--- src/rtl/iter_alu.sv ---
`default_nettype none
// ============================================================================
//  Module   : iter_alu
//  Purpose  : Sequential ALU with single-cycle logic/arithmetic/shift/rotate
//             operations and iterative multi-cycle signed MUL (radix-2 Booth)
//             and signed DIV (restoring). Returns a double-width HI/LO result.
//  Revision : 1.0 - initial release
// ----------------------------------------------------------------------------
//  Ports
//    clock      in   rising-edge system clock
//    reset_n    in   asynchronous active-low reset
//    start      in   operation request, sampled only while ready=1
//    opcode     in   [3:0] operation select
//    A, B       in   [WIDTH-1:0] operands (B[SHW-1:0] = shift amount)
//    ready      out  engine idle and accepting start
//    done       out  one-cycle pulse, result valid
//    result_lo  out  primary result / product low / quotient
//    result_hi  out  product high / remainder; 0 for single-cycle ops
//    div_zero   out  sticky: DIV with B=0
//    op_err     out  sticky: undefined opcode
//  Optional feature (macro ITER_ALU_FLAGS_EN):
//    flag_z, flag_n, flag_c, flag_v   status flags updated with done
// ============================================================================
module iter_alu #(
  parameter int WIDTH = 32,
  parameter int SHW   = $clog2(WIDTH)
) (
  input  logic             clock,
  input  logic             reset_n,
  input  logic             start,
  input  logic [3:0]       opcode,
  input  logic [WIDTH-1:0] A,
  input  logic [WIDTH-1:0] B,
  output logic             ready,
  output logic             done,
  output logic [WIDTH-1:0] result_lo,
  output logic [WIDTH-1:0] result_hi,
  output logic             div_zero,
  output logic             op_err
`ifdef ITER_ALU_FLAGS_EN
  ,
  output logic             flag_z,
  output logic             flag_n,
  output logic             flag_c,
  output logic             flag_v
`endif
);

  localparam logic [3:0] OP_AND  = 4'b0000;
  localparam logic [3:0] OP_OR   = 4'b0001;
  localparam logic [3:0] OP_NOT  = 4'b0010;
  localparam logic [3:0] OP_ADD  = 4'b0011;
  localparam logic [3:0] OP_SUB  = 4'b0100;
  localparam logic [3:0] OP_NEG  = 4'b0101;
  localparam logic [3:0] OP_SHL  = 4'b0110;
  localparam logic [3:0] OP_SHR  = 4'b0111;
  localparam logic [3:0] OP_SHRA = 4'b1000;
  localparam logic [3:0] OP_ROL  = 4'b1001;
  localparam logic [3:0] OP_ROR  = 4'b1010;
  localparam logic [3:0] OP_MUL  = 4'b1011;
  localparam logic [3:0] OP_DIV  = 4'b1100;

  localparam logic [SHW-1:0] LAST_IT = SHW'(WIDTH - 1);

  typedef enum logic [1:0] {
    S_IDLE   = 2'd0,
    S_MUL_IT = 2'd1,
    S_DIV_IT = 2'd2,
    S_FINISH = 2'd3
  } state_t;

  state_t state, state_n;

  // Shared iteration registers:
  //   MUL: acc = Booth accumulator (one guard bit), q = multiplier, q1 = Booth bit
  //   DIV: acc = partial remainder, q = dividend magnitude -> quotient
  logic [WIDTH:0]   acc;
  logic [WIDTH-1:0] q;
  logic             q1;
  logic [WIDTH-1:0] m;
  logic [SHW-1:0]   cnt;
  logic             is_div;
  logic             dz;
  logic             sign_a;
  logic             sign_b;

  logic [SHW-1:0]   sh_amt;
  logic [WIDTH-1:0] sc_lo;
  logic             sc_err;
  logic             sc_go;
  logic [2*WIDTH-1:0] rol_tmp;
  logic [2*WIDTH-1:0] ror_tmp;
  logic [WIDTH-1:0] a_mag;
  logic [WIDTH-1:0] b_mag;

  logic [WIDTH:0]   m_ext;
  logic [WIDTH:0]   booth_sum;
  logic [WIDTH:0]   div_shift;
  logic [WIDTH:0]   div_trial;
  logic [WIDTH-1:0] fin_lo;
  logic [WIDTH-1:0] fin_hi;

  assign ready  = (state == S_IDLE);
  assign sh_amt = B[SHW-1:0];
  assign sc_go  = (state == S_IDLE) && start && (opcode != OP_MUL) && (opcode != OP_DIV);

  // Doubling the operand turns a rotate into a plain shift plus a slice.
  assign rol_tmp = {A, A} << sh_amt;
  assign ror_tmp = {A, A} >> sh_amt;

  assign a_mag = A[WIDTH-1] ? -A : A;
  assign b_mag = B[WIDTH-1] ? -B : B;

  // ---------------------------------------------------------------- single-cycle
  always_comb begin
    sc_lo  = '0;
    sc_err = 1'b0;
    case (opcode)
      OP_AND:  sc_lo = A & B;
      OP_OR:   sc_lo = A | B;
      OP_NOT:  sc_lo = ~A;
      OP_ADD:  sc_lo = A + B;
      OP_SUB:  sc_lo = A - B;
      OP_NEG:  sc_lo = -A;
      OP_SHL:  sc_lo = A << sh_amt;
      OP_SHR:  sc_lo = A >> sh_amt;
      OP_SHRA: sc_lo = $signed(A) >>> sh_amt;
      OP_ROL:  sc_lo = rol_tmp[2*WIDTH-1:WIDTH];
      OP_ROR:  sc_lo = ror_tmp[WIDTH-1:0];
      OP_MUL:  sc_lo = '0;
      OP_DIV:  sc_lo = '0;
      default: sc_err = 1'b1;
    endcase
  end

  // ---------------------------------------------------------------- iterative
  assign m_ext = {m[WIDTH-1], m};

  always_comb begin
    booth_sum = acc;
    case ({q[0], q1})
      2'b01:   booth_sum = acc + m_ext;
      2'b10:   booth_sum = acc - m_ext;
      default: booth_sum = acc;
    endcase
  end

  // Restoring step: shift next dividend bit into the remainder, try subtract.
  assign div_shift = {acc[WIDTH-1:0], q[WIDTH-1]};
  assign div_trial = div_shift - {1'b0, m};

  always_comb begin
    fin_lo = q;
    fin_hi = acc[WIDTH-1:0];
    if (is_div) begin
      if (dz) begin
        fin_lo = {WIDTH{1'b1}};
        fin_hi = q;                          // q holds the original A
      end else begin
        fin_lo = (sign_a ^ sign_b) ? -q : q;
        fin_hi = sign_a ? -acc[WIDTH-1:0] : acc[WIDTH-1:0];
      end
    end
  end

  // ---------------------------------------------------------------- FSM
  always_ff @(posedge clock or negedge reset_n) begin
    if (!reset_n) state <= S_IDLE;
    else          state <= state_n;
  end

  always_comb begin
    state_n = state;
    case (state)
      S_IDLE: begin
        if (start) begin
          if (opcode == OP_MUL)      state_n = S_MUL_IT;
          else if (opcode == OP_DIV) state_n = (B == '0) ? S_FINISH : S_DIV_IT;
        end
      end
      S_MUL_IT: if (cnt == LAST_IT) state_n = S_FINISH;
      S_DIV_IT: if (cnt == LAST_IT) state_n = S_FINISH;
      S_FINISH: state_n = S_IDLE;
      default:  state_n = S_IDLE;
    endcase
  end

  // ---------------------------------------------------------------- datapath
  always_ff @(posedge clock or negedge reset_n) begin
    if (!reset_n) begin
      acc       <= '0;
      q         <= '0;
      q1        <= 1'b0;
      m         <= '0;
      cnt       <= '0;
      is_div    <= 1'b0;
      dz        <= 1'b0;
      sign_a    <= 1'b0;
      sign_b    <= 1'b0;
      done      <= 1'b0;
      result_lo <= '0;
      result_hi <= '0;
      div_zero  <= 1'b0;
      op_err    <= 1'b0;
    end else begin
      done <= 1'b0;
      case (state)
        S_IDLE: begin
          if (start) begin
            div_zero <= 1'b0;
            op_err   <= 1'b0;
            cnt      <= '0;
            acc      <= '0;
            q1       <= 1'b0;
            if (opcode == OP_MUL) begin
              q      <= A;
              m      <= B;
              is_div <= 1'b0;
              dz     <= 1'b0;
            end else if (opcode == OP_DIV) begin
              is_div <= 1'b1;
              dz     <= (B == '0);
              sign_a <= A[WIDTH-1];
              sign_b <= B[WIDTH-1];
              q      <= (B == '0) ? A : a_mag;
              m      <= b_mag;
            end else begin
              result_lo <= sc_lo;
              result_hi <= '0;
              op_err    <= sc_err;
              done      <= 1'b1;
            end
          end
        end
        S_MUL_IT: begin
          acc <= {booth_sum[WIDTH], booth_sum[WIDTH:1]};
          q   <= {booth_sum[0], q[WIDTH-1:1]};
          q1  <= q[0];
          cnt <= cnt + 1'b1;
        end
        S_DIV_IT: begin
          if (div_trial[WIDTH]) begin
            acc <= div_shift;
            q   <= {q[WIDTH-2:0], 1'b0};
          end else begin
            acc <= div_trial;
            q   <= {q[WIDTH-2:0], 1'b1};
          end
          cnt <= cnt + 1'b1;
        end
        S_FINISH: begin
          result_lo <= fin_lo;
          result_hi <= fin_hi;
          div_zero  <= is_div & dz;
          done      <= 1'b1;
        end
        default: ;
      endcase
    end
  end

`ifdef ITER_ALU_FLAGS_EN
  // ---------------------------------------------------------------- flags
  logic [WIDTH:0] add_full;
  logic [WIDTH:0] sub_full;
  logic [WIDTH:0] shl_full;
  logic [WIDTH:0] shr_full;
  logic [WIDTH:0] sra_full;
  logic           sc_c;
  logic           sc_v;

  assign add_full = {1'b0, A} + {1'b0, B};
  assign sub_full = {1'b0, A} + {1'b0, ~B} + {{WIDTH{1'b0}}, 1'b1};
  // One extra bit catches the last bit shifted out (0 when amount is 0).
  assign shl_full = {1'b0, A} << sh_amt;
  assign shr_full = {A, 1'b0} >> sh_amt;
  assign sra_full = $signed({A, 1'b0}) >>> sh_amt;

  always_comb begin
    sc_c = 1'b0;
    sc_v = 1'b0;
    case (opcode)
      OP_ADD: begin
        sc_c = add_full[WIDTH];
        sc_v = (A[WIDTH-1] == B[WIDTH-1]) && (sc_lo[WIDTH-1] != A[WIDTH-1]);
      end
      OP_SUB: begin
        sc_c = sub_full[WIDTH];
        sc_v = (A[WIDTH-1] != B[WIDTH-1]) && (sc_lo[WIDTH-1] != A[WIDTH-1]);
      end
      OP_NEG: begin
        sc_c = (A == '0);
        sc_v = (A == {1'b1, {(WIDTH-1){1'b0}}});
      end
      OP_SHL:  sc_c = shl_full[WIDTH];
      OP_SHR:  sc_c = shr_full[0];
      OP_SHRA: sc_c = sra_full[0];
      default: ;
    endcase
  end

  always_ff @(posedge clock or negedge reset_n) begin
    if (!reset_n) begin
      flag_z <= 1'b0;
      flag_n <= 1'b0;
      flag_c <= 1'b0;
      flag_v <= 1'b0;
    end else if (sc_go) begin
      flag_z <= (sc_lo == '0);
      flag_n <= sc_lo[WIDTH-1];
      flag_c <= sc_c;
      flag_v <= sc_v;
    end else if (state == S_FINISH) begin
      flag_z <= (fin_lo == '0);
      flag_n <= fin_lo[WIDTH-1];
      flag_c <= 1'b0;
      flag_v <= !is_div && (fin_hi != {WIDTH{fin_lo[WIDTH-1]}});
    end
  end
`else
  logic unused_sc_go;
  assign unused_sc_go = sc_go;
`endif

endmodule
`default_nettype wire

--- config.mk ---
export PLATFORM = sky130hd
export DESIGN_NAME = iter_alu
export DESIGN_NICKNAME = d
export VERILOG_FILES = /design/src/rtl/iter_alu.sv
export SDC_FILE = /design/constraint.sdc
export NUM_CORES = 1
export LEC_CHECK = 0
export CAP_MARGIN = 15
export CORE_AREA = 4 4 376 193
export CTS_CLUSTER_DIAMETER = 120
export DETAILED_ROUTE_END_ITERATION = 10
export DIE_AREA = 0 0 380 197
export PLACE_DENSITY = 0.54
export SETUP_SLACK_MARGIN = 0.5
export SYNTH_ARGS = -nofsm -noshare
export SYNTH_HDL_FRONTEND = slang
export SYNTH_SLANG_ARGS = --single-unit
--- constraint.sdc ---
create_clock -name clock -period 6.8 [get_ports clock]
set_input_delay 1.02 -clock clock [delete_from_list [all_inputs] [get_ports clock]]
set_output_delay 1.02 -clock clock [all_outputs]
set_load 0.005 [all_outputs]
---- Word-level counts from Yosys, hierarchy flattened ----
Index checks and enable logic that the tools add are counted.
cells by class
  equal/unequal tests ..................... 23
  shift-type cells ........................ 5
  reduce and logical (&&, ||, !) cells .... 20
  muxes and demuxes ....................... 51
  bitwise logic cells ..................... 6
  add/subtract/negate cells ............... 10
operators with widths
  kind                  count
  $mux W32              20
  $pmux W32 S11         1
  $neg A32 Y32          4
  $pmux W32 S2          2
  $pmux W33 S3          1
  $pmux W32 S3          1
  $mux W33              2
  $pmux W33 S2          1
  $shl A64 B5 Y64       1
  $shr A64 B5 Y32       1
  $add A33 B33 Y33      1
  $sub A33 B32 Y33      1
  $sub A33 B33 Y33      1
  $add A32 B32 Y32      1
  $and A32 B32 Y32      1
  $logic_not A32 Y1     1
  $not A32 Y32          1
  $or A32 B32 Y32       1
  $shl A32 B5 Y32       1
  $shr A32 B5 Y32       1
  $sshr A32 B5 Y32      1
  $sub A32 B32 Y32      1
  $eq A4 B4 Y1 const B  5
  $eq A4 B3 Y1 const B  4
  27 further kinds      60
word-level totals
  bits of input ports ..................... 71
  output and inout port bits .............. 68
  flip-flop bits (word level) ............. 176
  word-level logic and storage cells ...... 130

---- Logic depth before layout (Yosys ltp) ----
Gate-level depths: netlist of the first run.
  word-level depth ........................ 7
  gate-level depth with buffers ........... 22

---- Worst setup path after synthesis of the first run ----
Ideal clock, no wire load.
  kind .................................... input port to flip-flop
  start point ............................. in opcode[2]
  end point ............................... reg result_lo[29]
  arrival time ............................ 5.018 ns
  slack ................................... 1.656 ns
  buffers on the path ..................... 3
  cell stages on the path ................. 17
  cell sequence ........................... clkbuf_1 clkbuf_1 nand2b_1 nor3_1 clkbuf_1 nor2_1 xnor2_1 ha_1 a2111o_1 o2111ai_1 nand2_1 a221o_1 a2111o_1 a21oi_1 mux2_2 o31ai_1 a21oi_1
on the way
  cells in the longest elaborated chain, start to end .. 6
  elaborated cells between the ends (all ways) .. 21
  classes of those cells .................. eq/ne (14); mux (5); reduce/logical (2)
RTL lines
  element                                     line  RTL
  from (decl)                                 31    input logic [3:0] opcode,
  $eq A4 B4 Y1, or another cell as far along  118   case (opcode)
  $pmux W32 S11                               118
  $mux W32                                    220   end else if (opcode == OP_DIV) begin
  $mux W32                                    215   if (opcode == OP_MUL) begin
  $mux W32                                    209   if (start) begin
  $pmux W32 S2                                207   case (state)
  to (signal assigned)                        228   result_lo <= sc_lo;
  to (signal assigned)                        252   result_lo <= fin_lo;
  to (decl)                                   36    output logic [WIDTH-1:0] result_lo,
Several ways; a longest one is shown, not always the timed one. The select of a mux whose other input is x is not followed.
A chain may end at the register's enable or synchronous reset.

---- Worst setup path in the final report of the first run ----
  start point ............................. in B[6]
  end point ............................... reg result_lo[28]
on the way
  cells in the longest elaborated chain, start to end .. 6
  elaborated cells between the ends (all ways) .. 7
  classes of those cells .................. add/sub (2); mux (5)
RTL lines
  element                                               line      RTL
  from (decl)                                           33        input logic [WIDTH-1:0] B,
  $sub A32 B32 Y32 or $add A32 B32 Y32 (tied branches)  123, 122
  $pmux W32 S11 (*)                                     118
  $mux W32 (*)                                          220
  $mux W32 (*)                                          215
  $mux W32 (*)                                          209
  $pmux W32 S2 (*)                                      207
Mark *: on every way between the ends. The rest lies on a longest branch, timed or not. The select of a mux whose other input is x is not followed.

==> flow_summary.yaml, run 1 <==
sta:
  finalCriticalPeriod_ns: 5.90
  maxSlewViolCount: 0
  hold_viol: 0
  setup_slack_ns: 0.895
  clock.fmax_mhz: 169
  setup_viol: 0
  worst_slew_pin_slew_ns: 1.38
  tns_ns: 0
  fin_worst_skew_ns: 0.0202
  slew_headroom: 0.0687
  rsz0062_at_grt: "false"
  fin_crit_sh: 0.868
min_path:
  hold_depth: 2
  holdPathEnd: "result_hi[0]$_DFFE_PN0P_"
  hold_class: "reg2reg"
  holdCritStartpoint: "result_hi[0]$_DFFE_PN0P_"
routing:
  vias_per_cell: 6.38
  route.detailed.drc: 0
  firstDrtPassIters: 9
  vias: 27100
  wirelength_um: 123000
  wl_per_cell_um: 29.0
  ant_nets: 0
  drtIter0Drc: 3479
cells_and_area:
  drive_gt1_frac: 0.0835
  fillers: 7228
  diodes: 0
  fin_nets: 3517
  stdcell_area_um2: 27000
  area_growth_pct: 12.1
synth:
  yosysSeqAreaShare: 0.183
  synthTopCellsByArea: "dfrtp_1, nand2_1, xnor2_1"
  netlist_area_um2: 24100
  yosysMostFrequentCell: "nand2_1"
  synth_common_cells: "nand2_1, nor2_1, o21ai_0"
  yosysTopAreaCell: "dfrtp_1"
  syn_avg_cell_area_um2: 7.19
  synth_edf_count: 0
  synth_top_cell_area_share: 0.183
  synth_nets: 3535
  synth_flop_cell: "dfrtp_1"
  ys_async_sr_fraction: 1.00
  synth.distinct_cells: 98
  ys_seq_elements: 176
  yosysWarnings: 0
  synth_cells: 3347
global_route:
  grt_start_max_net_pins: 80
  grt_pass1_vias: 24900
  grt_pass1_wl_um: 177000
  antenna_found_initial: 5
  gr-total-overflow: 0
  grt_usage: 0.316
clocking:
  ctsHoldBuffers: 0
  cts_sinks: 176
  clock_latency_ns: 0.47
  path_clk_slew_ns: 0.08
  root_buffer: "clkbuf_16"
  cts_max_level: 4
  cts_tree: "built"
  clockBufferDepth: 2
  numCtsBuffers: 17
place:
  place_hpwl_um: 93800
  placed_area_um2: 26400
  numPortBuffers: 138
  routabilityCongestion: 1.02
  dp_worst_setup_slack_ns: 0.436
power_and_ir_drop:
  power.density_nw_per_um2: 454
  peakVddDrop_uv: 310
  p_leak_nw: 10.9
floorplan:
  die_area_um2: 74900
  core_um2: 68700
  start_util: 0.350
  die_h_um: 197
  die_x_um: 380
  io_pins: 139
  row_count: 68
setup_path:
  critPathRequiredTime_ns: 7.16
  r2r_cells: 20
  critPathKind: "in2reg"
  crit_path_end_kind: "flop"
  r2r_start: "q[31]$_DFFE_PN0P_"
  regToRegSetupSlack_ns: 1.13
  critPathLaunch: "B[6]"
  r2r_end: "acc[30]$_DFFE_PN0P_"
  path_max_fanout: 7
  startpoint_type: "primary input"
  arrival_ns: 6.27
run_status:
  status: "completed"
job:
  maxCapViolCount: 0
## metal layers
metal,global-route usage,wire length [um]
met3,0.0649,11800
met2,0.483,52300
met1,0.446,54500
met5,0,13
met4,0.104,4550
## cells in the final DEF, fill, tap and decap left out, types with 45 or more instances in the layout
cell type	synthesis	final
ha_1	114	111
buf_4	0	111
a22oi_1	80	80
a21oi_1	254	253
nor3_1	54	50
o21ai_1	60	59
mux2i_1	60	60
clkdlybuf4s50_1	0	132
o21ai_0	281	280
nand2_1	486	485
inv_1	83	83
xnor2_1	176	176
xor2_1	69	69
a21o_1	55	55
mux4_2	57	57
nor2_1	370	369
nand3_1	45	45
dfrtp_1	176	174
## sequential cells by signal (all words and copies together), names as in the netlist
name and cells:
cnt 5, done 1, div_zero 1, m 32
state 2, dz 1, result_lo 32, sign_a 1
is_div 1, acc 33, op_err 1, q1 1
q 32, sign_b 1, result_hi 32
## repair_timing
item                                    CTS  global route
endpoints found under the setup margin    0             3
resized for setup                         0             2
hold endpoints to repair                  0             0
buffers inserted                          0             0
## worst max-delay path, cell delays in order
cell             delay [ns]
clkdlybuf4s50_1        0.54
nor3_2                 0.41
nor4b_2                0.49
nand2_1                0.33
nor3_1                 0.32
nor2_1                 0.09
xnor2_1                0.15
ha_1                   0.37
and3_1                 0.26
nand2_1                0.09
a2111oi_0              0.53
buf_4                  0.23
o21ai_1                0.09
nand2_1                0.11
a31oi_1                0.28
or3b_1                 0.46
a31oi_1                0.20
xnor2_1                0.09
o41ai_1                0.23
## worst max-delay path by stage
| stage | slack [ns] | cells past startpoint | to |
|---|---|---|---|
| finish | 0.90 | 19 | result_lo[28]$_DFFE_PN0P_ |
| detailed placement | 0.44 | 19 | result_lo[28]$_DFFE_PN0P_ |
| CTS | 0.92 | 19 | result_lo[28]$_DFFE_PN0P_ |
| global placement | 0.59 | 19 | result_lo[31]$_DFFE_PN0P_ |
| global route | 0.53 | 19 | result_lo[31]$_DFFE_PN0P_ |
| floorplan | 1.66 | 17 | result_lo[29]$_DFFE_PN0P_ |
## through the flow
step | utilization | hold slack [ns] | instances | power [mW]
floorplan | - | 0.466 | 3347 | 8.22
global placement | 0.384 | 0.463 | 4219 | 10.9
detailed placement | 0.384 | 0.469 | 4220 | 11.0
CTS | 0.392 | 0.487 | 4252 | 12.1
global route | 0.392 | 0.520 | 4252 | 13.2
finish | 0.392 | 0.484 | 4252 | 12.2
## cell type report
| class | count | area, um^2 | area share |
|---|---|---|---|
| Sequential cell | 176 | 4410 | 0.163 |
| Inverter | 87 | 327 | 0.0121 |
| Tap cell | 910 | 1140 | 0.0422 |
| Clock buffer | 17 | 425 | 0.0158 |
| Timing Repair Buffer | 247 | 2180 | 0.0809 |
| Clock inverter | 15 | 165 | 0.00612 |
| Multi-Input combinational cell | 2800 | 18300 | 0.680 |
## cell families (layout without fill, tap and decap cells)
family                   Yosys count  after routing  share of synthesized area
adder cells (fa/ha/maj)          117            117                     0.0618
XOR/XNOR                         245            245                     0.0892
buffers and inverters            371            366                     0.0588
AND/OR/NAND/NOR                 1155           1155                      0.213
flip-flops                       176            176                      0.183
multiplexers                     141            141                     0.0895
AO/OA/AOI/OAI                   1142           1142                      0.305
## report_power, final
part / switching, mW / internal (mW)
Sequential: 0.958 / 1.49
Combinational: 5.29 / 3.47
Clock: 0.524 / 0.523
(Power assumes the default switching activity.)
==> inputs of run 2 (changes only) <==
Settings changed: ABC_CLOCK_PERIOD_IN_PS from default to 6800.
==> results of run 2 <==
Same layout as run 1: the final DEF is identical, and so are final timing and power.
